==> src/rtl/t05_hist_pkg.sv <==
// Shared types and constants for the Huffman histogram front end.
package t05_hist_pkg;

  typedef enum logic [3:0] {
    IDLE,
    READY,
    RD_REQ,
    RD_WAIT,
    LATCH,
    CALC,
    WR_REQ,
    WR_WAIT,
    DONE
  } hist_state_e;

  // Request codes presented to the SRAM interface on hist_r_wr
  localparam logic [1:0] HIST_RD  = 2'd0;
  localparam logic [1:0] HIST_WR  = 2'd1;
  localparam logic [1:0] HIST_NOP = 2'd2;

  localparam logic [7:0] DEF_EOF_CHAR = 8'h1A;

endpackage

==> src/rtl/t05_histogram.sv <==
// Histogram builder: one read-modify-write of a 32-bit SRAM count per
// accepted character, finishing once the end-of-file character is counted.
module t05_histogram
  import t05_hist_pkg::*;
#(
  parameter logic [7:0] EOF_CHAR = DEF_EOF_CHAR,
  parameter int         CNT_W    = 32
) (
  input  logic             clk,
  input  logic             rst,
  input  logic             en,
  input  logic             in_valid,
  input  logic [7:0]       in_char,
  output logic             in_ready,
  input  logic             sram_init,
  input  logic             busy_o,
  input  logic [CNT_W-1:0] old_char,
  output logic [CNT_W-1:0] histogram,
  output logic [7:0]       histgram_addr,
  output logic [1:0]       hist_r_wr,
  output logic             hist_read_latch,
  output logic [31:0]      total_chars,
  output logic             hist_err,
  output logic             hist_done
);

  hist_state_e state_q, state_d;
  logic        busy_last;
  logic        busy_fall;
  logic        eof_pend;
  logic        take_char;

  // Count increment that sticks at all-ones instead of wrapping
  function automatic logic [CNT_W-1:0] sat_inc_cnt(input logic [CNT_W-1:0] v);
    return (&v) ? v : v + {{(CNT_W-1){1'b0}}, 1'b1};
  endfunction

  function automatic logic [31:0] sat_inc_32(input logic [31:0] v);
    return (&v) ? v : v + 32'd1;
  endfunction

  assign busy_fall = busy_last && !busy_o;
  // A dropped byte (bit 7 set) still completes the handshake but is not counted
  assign take_char = (state_q == READY) && in_valid && !in_char[7];

  // State register and Wishbone busy history
  always_ff @(posedge clk) begin
    if (rst) begin
      state_q   <= IDLE;
      busy_last <= 1'b0;
    end else begin
      state_q   <= state_d;
      busy_last <= busy_o;
    end
  end

  // Next-state and per-state request outputs
  always_comb begin
    state_d         = state_q;
    in_ready        = 1'b0;
    hist_r_wr       = HIST_NOP;
    hist_read_latch = 1'b0;
    hist_done       = 1'b0;
    case (state_q)
      IDLE: begin
        if (en && !sram_init) state_d = READY;
      end
      READY: begin
        in_ready = 1'b1;
        if (in_valid) begin
          if (!in_char[7]) state_d = RD_REQ;
        end else if (!en) begin
          state_d = IDLE;
        end
      end
      RD_REQ: begin
        hist_r_wr = HIST_RD;
        if (!busy_o) state_d = RD_WAIT;
      end
      RD_WAIT: begin
        if (busy_fall) state_d = LATCH;
      end
      LATCH: begin
        hist_read_latch = 1'b1;
        state_d         = CALC;
      end
      CALC: begin
        state_d = WR_REQ;
      end
      WR_REQ: begin
        hist_r_wr = HIST_WR;
        if (!busy_o) state_d = WR_WAIT;
      end
      WR_WAIT: begin
        // The write must land before leaving, so a falling en only takes
        // effect here, never mid read-modify-write
        if (busy_fall) begin
          if (eof_pend)  state_d = DONE;
          else if (en)   state_d = READY;
          else           state_d = IDLE;
        end
      end
      DONE: begin
        hist_done = 1'b1;
        if (!en) state_d = IDLE;
      end
      default: state_d = IDLE;
    endcase
  end

  // Character capture, running totals, error flag and incremented count
  always_ff @(posedge clk) begin
    if (rst) begin
      histogram     <= '0;
      histgram_addr <= '0;
      total_chars   <= '0;
      hist_err      <= 1'b0;
      eof_pend      <= 1'b0;
    end else begin
      if ((state_q == READY) && in_valid && in_char[7]) hist_err <= 1'b1;
      if (take_char) begin
        histgram_addr <= in_char;
        total_chars   <= sat_inc_32(total_chars);
        eof_pend      <= (in_char == EOF_CHAR);
      end
      if (state_q == CALC) histogram <= sat_inc_cnt(old_char);
    end
  end

endmodule

==> config.mk <==
export PLATFORM = sky130hd
export DESIGN_NAME = t05_histogram
export DESIGN_NICKNAME = d
export VERILOG_FILES = /design/src/rtl/t05_hist_pkg.sv /design/src/rtl/t05_histogram.sv
export SDC_FILE = /design/constraint.sdc
export NUM_CORES = 1
export LEC_CHECK = 0
export ABC_AREA = 0
export CAP_MARGIN = 20
export CORE_ASPECT_RATIO = 1.4
export CORE_MARGIN = 3
export CORE_UTILIZATION = 55
export DETAILED_ROUTE_END_ITERATION = 8
export DONT_BUFFER_PORTS = 1
export PLACE_DENSITY = 0.68
export SYNTH_ARGS = -nofsm -noshare
export SYNTH_HDL_FRONTEND = slang
export SYNTH_SLANG_ARGS = --single-unit
==> constraint.sdc <==
create_clock -name clk -period 4.5 [get_ports clk]
set_input_delay 0.9 -clock clk [delete_from_list [all_inputs] [get_ports clk]]
set_output_delay 0.9 -clock clk [all_outputs]
set_load 0.02 [all_outputs]
Yosys cells after proc, flatten, opt, wreduce, memory -nomap -nowiden. Index checks and enable logic that the tools add are counted.

Add/sub/neg operators: 2. Bitwise gates (word level): 1. Eq/ne operators: 15. Reductions and logical operators: 13. Mux-type cells: 16.

Operator list (count): $add A32 B1 Y32 const B (2); $reduce_and A32 Y1 (2); $mux W4 (9); $pmux W4 S9 (1); $mux W32 (1); $eq A4 B3 Y1 const B (4); $ne A2 B2 Y1 const B (5); $eq A4 B2 Y1 const B (2); $eq A8 B5 Y1 const B (1); $reduce_and A6 Y1 (1); $logic_and A1 B1 Y1 (5); $eq A4 B1 Y1 const B (1); $eq A4 B4 Y1 const B (1); $logic_not A4 Y1 (1); $mux W1 (4); $pmux W2 S2 (1); $logic_not A1 Y1 (3); $ne A3 B3 Y1 const B (1); $reduce_and A2 Y1 (1); $not A1 Y1 (1).

Word-level logic and storage cells: 54. Register bits: 79. Input port bits: 46. Output and inout port bits: 78.

Logic depth before layout (Yosys ltp). Gate-level depths: netlist of run 1.

Depth after elaboration: 4. Depth in mapped cells: 8. Mapped depth without buffers: 6.

Worst setup path after synthesis of run 1. OpenSTA, ideal clock, no wires.

Kind: input-to-reg. Start point: in old_char[3]. End point: reg histogram[31]. Setup slack: 1823 ps. Arrival time: 2586 ps. Path buffers: 1. Setup time: 91 ps. Stages on the path: 6. Data required time: 4409 ps. Cell sequence: nand3_2 > or3_1 > clkbuf_1 > or4_4 > or3_1 > a311oi_1.

Longest elaborated chain between the ends: 2. Elaborated cells on any way between the ends: 3. Classes of those cells: 1 x add/sub; 1 x mux; 1 x reduce/logical.

Ends and longest elaborated chain: from (decl) (RTL line t05_histogram.sv:17) `input logic [CNT_W-1:0] old_char,`; $add A32 B1 Y32 / $reduce_and A32 Y1 (equally long branches) (RTL line t05_histogram.sv:35) `return (&v) ? v : v + {{(CNT_W-1){1'b0}}, 1'b1};`; $mux W32 (*) (RTL line t05_histogram.sv:35); to (signal assigned) (RTL line t05_histogram.sv:126) `if (state_q == CALC) histogram <= sat_inc_cnt(old_char);`; to (decl) (RTL line t05_histogram.sv:18) `output logic [CNT_W-1:0] histogram,`.

Every way passes the cells marked *; elsewhere a longest branch is shown, timed or not. A chain may end at the register's enable or synchronous reset.

Final worst setup path of run 1.
Start point: reg state_q[0]. End point: reg total_chars[18].

Longest elaborated chain between the ends: 4.

Ends and longest elaborated chain: from (decl) (RTL line t05_histogram.sv:27) `hist_state_e state_q, state_d;`; from (signal assigned) (RTL line t05_histogram.sv:52) `state_q <= state_d;`; $eq A4 B1 Y1 (RTL line t05_histogram.sv:44) `assign take_char = (state_q == READY) && in_valid && !in_char[7];`; $logic_and A1 B1 Y1 (2 in a row) (RTL line t05_histogram.sv:44); $reduce_and A2 Y1 (no line); to (signal assigned) (RTL line t05_histogram.sv:123) `total_chars <= sat_inc_32(total_chars);`; to (decl) (RTL line t05_histogram.sv:22) `output logic [31:0] total_chars,`.

Every way passes these cells.

==> impl_metrics.env, run 1 <==
export IMPL_outcome="completed"
export IMPL_tightest_slew_ns=0.945
export IMPL_die_h_um=110
export IMPL_routed_via_density=6.60
export IMPL_synth_most_common_cell="dfxtp_1"
export IMPL_finalCritPeriodShare_pct=66.6
export IMPL_fmax_mhz=334
export IMPL_nets=570
export IMPL_drv_slew=0
export IMPL_port_buffers=0
export IMPL_synth_top_cell_by_area="dfxtp_1"
export IMPL_setup_tns_ns=0
export IMPL_ioPinCount=124
export IMPL_finalPower_uw=1440
export IMPL_cts_hold_fix_buffers=0
export IMPL_crit_arrival_ns=3.29
export IMPL_hold_path_end="eof_pend$_SDFFE_PP0P_"
export IMPL_cts_made_buffers=9
export IMPL_ctsResizeCount=0
export IMPL_yosys_area_share_simple_pct=35.5
export IMPL_hold_depth=2
export IMPL_ys_ff_latch=79
export IMPL_slew_limit_headroom_pct=36.1
export IMPL_synth_flop_cell="dfxtp_1"
export IMPL_timing_rr_end="total_chars[18]$_SDFFE_PP0P_"
export IMPL_crit_path_cell_trace="or4b_4 > nor2_1 > o211ai_1 > or3_1 > a21oi_1"
export IMPL_syn_num_nets=589
export IMPL_rrSetupSlack_ns=1.50
export IMPL_area_delta_synth_final_pct=6.23
export IMPL_min_path_type="reg2reg"
export IMPL_ir_drop_uv=212
export IMPL_worst_path_max_fanout=13
export IMPL_ys_types=53
export IMPL_drc=0
export IMPL_ys_warn_count=0
export IMPL_syn_inst=541
export IMPL_n_antenna_cell=0
export IMPL_synth_top_family_by_area="simple AND/OR/NAND/NOR gates"
export IMPL_muxShareOfSynthArea_pct=0.235
export IMPL_power_leakage_uw=0.00126
export IMPL_cts_root_buffer="clkbuf_8"
export IMPL_synth_edf_count=0
export IMPL_synth_area_leaders="dfxtp_1 37%, or3_1 5.0%, a21oi_1 4.8%"
export IMPL_rows=37
export IMPL_cts_num_sinks=79
export IMPL_post_cts_buffers=0
export IMPL_power_density_mw_per_mm2=318
export IMPL_wl_per_cell_um=18.3
export IMPL_layout_drive_gt1_share_pct=5.69
export IMPL_hpwl_um=8350
export IMPL_crit_path_start_kind="flop"
export IMPL_drv_cap=0
export IMPL_avgSynthCellArea_sq_um=7.87
export IMPL_rsz0062_at_grt="false"
export IMPL_critPathRequiredTime_ns=4.79
export IMPL_grt_max_degree=88
export IMPL_async_reset_ff_share_pct=0
export IMPL_synth_common_cells="79 x dfxtp_1, 53 x nand2_1, 41 x a21oi_1"
export IMPL_dieArea_sq_mm=0.00885
export IMPL_hp_start="eof_pend$_SDFFE_PP0P_"
export IMPL_globalplace_congestion=0.993
export IMPL_regToRegStartpoint="state_q[0]$_SDFFE_PP0P_"
export IMPL_seq_area_frac_synth_pct=37.1
export IMPL_core_sq_mm=0.00745
export IMPL_clock_skew_ns=0.00936
export IMPL_min_period_ns=3.00
export IMPL_criticalPathCategory="reg2reg"
export IMPL_antenna_found_initial=0
export IMPL_finalWirelength_um=11400
export IMPL_path_clk_slew_ns=0.08
export IMPL_yosys_area_top_type_share_pct=37.1
export IMPL_worst_setup_path_end_kind="flop"
export IMPL_grt_util_all_layers_pct=26.0
export IMPL_hold_viol=0
export IMPL_grt_overflow=0
export IMPL_synth_adder_area_share_pct=0.588
export IMPL_cts_tree="done"
export IMPL_max_stage_delay_ns=0.72
export IMPL_finalSetupViolations=0
export IMPL_synth_compound_area_share_pct=21.2
export IMPL_synth_xor_xnor_area_share_pct=1.65
export IMPL_grt_pass1_vias=3747
export IMPL_first_pass_iters=5
export IMPL_initial_core_util_pct=57.1
export IMPL_first_iter_violations=216
export IMPL_clk_latency_ns=0.36
export IMPL_syn_cell_area_sq_mm=0.00426
export IMPL_vias=4121
export IMPL_rr_worst_depth=5
export IMPL_crit_slowest_cell="nor2_1"
export IMPL_htreeDepth=3
export IMPL_die_w_um=80.4
export IMPL_grt_pass1_wl_um=18000
export IMPL_cts_buffer_depth=2
export IMPL_drtAntennaViolNets=0
[state kept, by name (all words and copies together) (netlist names)]
register and flops:
busy_last 1, eof_pend 1, hist_err 1, histgram_addr 8, histogram 32, state_q 4, total_chars 32
[worst max-delay path by stage]
stage	start	to	slack [ns]	cells past startpoint
after floorplan	old_char[3]	histogram[31]$_SDFFE_PP0P_	1.82	6
after global placement	in_char[7]	total_chars[18]$_SDFFE_PP0P_	1.58	5
after detailed placement	in_char[7]	total_chars[18]$_SDFFE_PP0P_	1.49	5
after CTS	state_q[0]$_SDFFE_PP0P_	total_chars[18]$_SDFFE_PP0P_	1.52	5
after global routing	state_q[0]$_SDFFE_PP0P_	total_chars[18]$_SDFFE_PP0P_	1.25	5
final	state_q[0]$_SDFFE_PP0P_	total_chars[18]$_SDFFE_PP0P_	1.50	5
[kinds of logic (layout without fill, tap and decap cells)]
family	count (synthesis)	after routing
simple gates	270	270
compound gates	141	141
flops	79	79
buf+inv	40	26
xor+xnor	8	8
fa+ha+maj	2	2
mux	1	1
[worst max-delay path, delay by kind of cell, from the launching register on]
kind	cells	cell delay (ns)
AO/OA/AOI/OAI	2	0.66
flip-flops	1	0.52
AND/OR/NAND/NOR	3	1.77
[through the flow]
step / util [%] / worst slack, ns / instance area, sq um / std cells / hold WS (ns)
after global routing: 60.7 / 1.25 / 4520 / 624 / 0.533
after floorplan: - / 1.82 / 4260 / 541 / 0.447
after detailed placement: 57.4 / 1.49 / 4280 / 608 / 0.478
final: 60.7 / 1.50 / 4520 / 624 / 0.498
after CTS: 60.7 / 1.52 / 4520 / 624 / 0.488
after global placement: 57.4 / 1.58 / 4280 / 608 / 0.471
[cells in the final DEF (no fill, tap or decap), types with 3 or more instances in the layout]
cell and instances:
nor2b_1 6, nand3b_1 5, nand3_1 32, dfxtp_1 79, clkbuf_8 10, a211oi_1 10
o41ai_1 5, or2_2 4, a21oi_1 41, or4_1 15, xnor2_1 6, bufinv_16 3
inv_1 7, and3_1 8, or3_1 34, nor4b_1 3, o31ai_1 13, buf_4 3
nor2_1 39, nand4_1 18, nor4_1 11, nand2_1 53, nor3_1 15, and2_1 3
and4_1 10, a311oi_1 20, o21ai_0 37
[metal layers]
metal	vias up	wire, um	share of wire, %	global-route usage (%)
li1	2036	-	-	-
met1	1960	4420	39	28.0
met2	108	6010	52	45.6
met3	17	783	6.8	7.97
met4	0	237	2.1	13.0
met5	-	0	0	0
[report_power, final]
part | switching [uW] | leakage, uW | internal [uW]
clock network | 264 | 0.000116 | 384
logic | 39.9 | 0.000509 | 28.0
registers | 15.9 | 0.000637 | 706
total | 320 | 0.00126 | 1120
[final cells by class]
cell class | count | area (sq um)
clock buffer | 11 | 141
clock inverter | 5 | 105
fill | 720 | 2930
inverter | 7 | 26.3
multi-input combinational | 422 | 2530
sequential | 79 | 1580
tap | 97 | 121
timing repair buffer | 3 | 22.5
(Power assumes the default switching activity.)
==> run 2, diff against run 1 <==
- PLACE_DENSITY: 0.68 -> 0.71
- clock period: 4.5 -> 2.5 ns (I/O delays scaled with it)
==> run 2 against run 1 <==
Against the previous run:
- combinational power is 120% higher
- clock skew down 0.0021 ns
- worst setup slack got worse by 1.3 ns
- first-iteration DRC count up 13%
- critical endpoint is now total_chars[17]$_SDFFE_PP0P_
- highest routed layer unchanged
==> impl_metrics.env, run 2 (synthesized netlist as in run 1, its figures left out) <==
export IMPL_slew_limit_headroom_pct=57.4
export IMPL_min_period_ns=2.31
export IMPL_grt_pass1_wl_um=19800
export IMPL_crit_path_cell_trace="or4b_4 > nor4_4 > nand3_4 > or4_1 > a21oi_1"
export IMPL_criticalPathCategory="reg2reg"
export IMPL_drc=0
export IMPL_cts_tree="done"
export IMPL_dieArea_sq_mm=0.00885
export IMPL_hold_depth=1
export IMPL_drtAntennaViolNets=0
export IMPL_die_w_um=80.4
export IMPL_met3WireLength_um=925
export IMPL_initial_core_util_pct=57.1
export IMPL_worst_setup_path_end_kind="flop"
export IMPL_finalWirelength_um=12100
export IMPL_cts_root_buffer="clkbuf_8"
export IMPL_worst_path_max_fanout=10
export IMPL_finalCritPeriodShare_pct=92.3
export IMPL_n_antenna_cell=0
export IMPL_reg_top3="histogram: 32 flops, total_chars: 32 flops, histgram_addr: 8 flops"
export IMPL_setup_tns_ns=0
export IMPL_layout_common_cells="79 x dfxtp_1, 53 x nand2_1, 42 x buf_4, 41 x a21oi_1, 39 x nor2_1"
export IMPL_htreeDepth=3
export IMPL_timing_rr_end="total_chars[17]$_SDFFE_PP0P_"
export IMPL_post_cts_buffers=0
export IMPL_hpwl_um=9040
export IMPL_rows=37
export IMPL_nets=609
export IMPL_fillers=677
export IMPL_first_pass_iters=5
export IMPL_tightest_slew_ns=0.631
export IMPL_regToRegStartpoint="state_q[3]$_SDFFE_PP0P_"
export IMPL_min_path_type="in2reg"
export IMPL_grt_max_degree=88
export IMPL_hp_start="rst"
export IMPL_cts_num_sinks=79
export IMPL_fmax_mhz=433
export IMPL_route_met2_wl_um=6400
export IMPL_globalplace_congestion=0.955
export IMPL_hold_viol=0
export IMPL_drt_met1_wl_um=4450
export IMPL_path_buf_inv=0
export IMPL_cts_buffer_depth=2
export IMPL_crit_slowest_cell="or4b_4"
export IMPL_first_iter_violations=244
export IMPL_power_density_mw_per_mm2=508
export IMPL_grt_overflow=0
export IMPL_mostFrequentLayoutCell="dfxtp_1"
export IMPL_port_buffers=0
export IMPL_drv_cap=0
export IMPL_critPathRequiredTime_ns=2.78
export IMPL_wl_per_cell_um=18.3
export IMPL_hold_path_end="histogram[15]$_SDFFE_PP0P_"
export IMPL_power_leakage_uw=0.00145
export IMPL_outcome="completed"
export IMPL_path_delay_family="simple AND/OR/NAND/NOR gates"
export IMPL_rr_worst_depth=5
export IMPL_crit_arrival_ns=2.59
export IMPL_cts_made_buffers=9
export IMPL_rsz0062_at_grt="false"
export IMPL_fin_cells=663
export IMPL_crit_path_start_kind="flop"
export IMPL_grt_pass1_vias=4132
export IMPL_dp_cells=647
export IMPL_vias=4350
export IMPL_grt_util_all_layers_pct=28.1
export IMPL_clock_skew_ns=0.00730
export IMPL_finalSetupViolations=0
export IMPL_die_h_um=110
export IMPL_ctsResizeCount=0
export IMPL_path_clk_slew_ns=0.08
export IMPL_max_stage_delay_ns=0.58
export IMPL_core_sq_mm=0.00745
export IMPL_ir_drop_uv=364
export IMPL_routed_via_density=6.56
export IMPL_clk_latency_ns=0.35
export IMPL_rrSetupSlack_ns=0.19
export IMPL_highest_signal_layer="met4"
export IMPL_ioPinCount=124
export IMPL_layout_drive_gt1_share_pct=12.2
export IMPL_drv_slew=0
export IMPL_area_delta_synth_final_pct=12.2
export IMPL_antenna_found_initial=0
export IMPL_cts_hold_fix_buffers=0
==> run 2: worst max path at each step <==
stage	from	to	slack, ns	cells after the start
final	state_q[3]$_SDFFE_PP0P_	total_chars[17]$_SDFFE_PP0P_	0.19	5
after global routing	state_q[3]$_SDFFE_PP0P_	total_chars[15]$_SDFFE_PP0P_	0.06	5
after CTS	state_q[3]$_SDFFE_PP0P_	total_chars[15]$_SDFFE_PP0P_	0.17	5
after detailed placement	old_char[0]	histogram[1]$_SDFFE_PP0P_	0.12	6
after global placement	old_char[0]	histogram[1]$_SDFFE_PP0P_	0.16	6
after floorplan	total_chars[8]$_SDFFE_PP0P_	total_chars[21]$_SDFFE_PP0P_	0.21	7
==> run 2: worst register-to-register path, stage by stage (launching register included) <==
cell and delay (ns):
dfxtp_1 0.32, or4b_4 0.58, nor4_4 0.53, nand3_4 0.18, or4_1 0.49, a21oi_1 0.15
==> run 2: per-stage QoR <==
| step | worst slack [ns] | power [uW] | hold WS [ns] | util (%) | instance area [sq um] |
|---|---|---|---|---|---|
| 6_report | 0.193 | 2430 | 0.212 | 64.1 | 4780 |
| 5_1_grt | 0.0608 | 2520 | 0.193 | 64.1 | 4780 |
| 4_1_cts | 0.169 | 2450 | 0.200 | 64.1 | 4780 |
| 3_5_place_dp | 0.120 | 1460 | 0.475 | 61.3 | 4570 |
| 3_3_place_gp | 0.161 | 1460 | 0.470 | 61.3 | 4570 |
| 2_1_floorplan | 0.215 | 1450 | 0.447 | - | 4260 |
==> run 2: area by class of cell <==
| class | instances | area, sq um | share of cell area [%] |
|---|---|---|---|
| sequential | 79 | 1580 | 33.1 |
| tap | 97 | 121 | 2.54 |
| clock buffer | 12 | 155 | 3.25 |
| inverter | 7 | 26.3 | 0.550 |
| multi-input combinational | 422 | 2530 | 52.9 |
| clock inverter | 4 | 53.8 | 1.13 |
| timing repair buffer | 42 | 315 | 6.60 |
==> run 2: metal layers <==
metal,vias to the layer above,global-route usage [%]
li1,2106,-
met1,2063,31.3
met2,156,49.9
met3,25,8.13
met4,0,10.9
met5,-,0
==> run 2: report_power, final <==
part | switching, uW | internal, uW | total (uW)
sequential | 14.5 | 1270 | 1280
clock | 475 | 518 | 993
combinational | 89.2 | 61.8 | 151
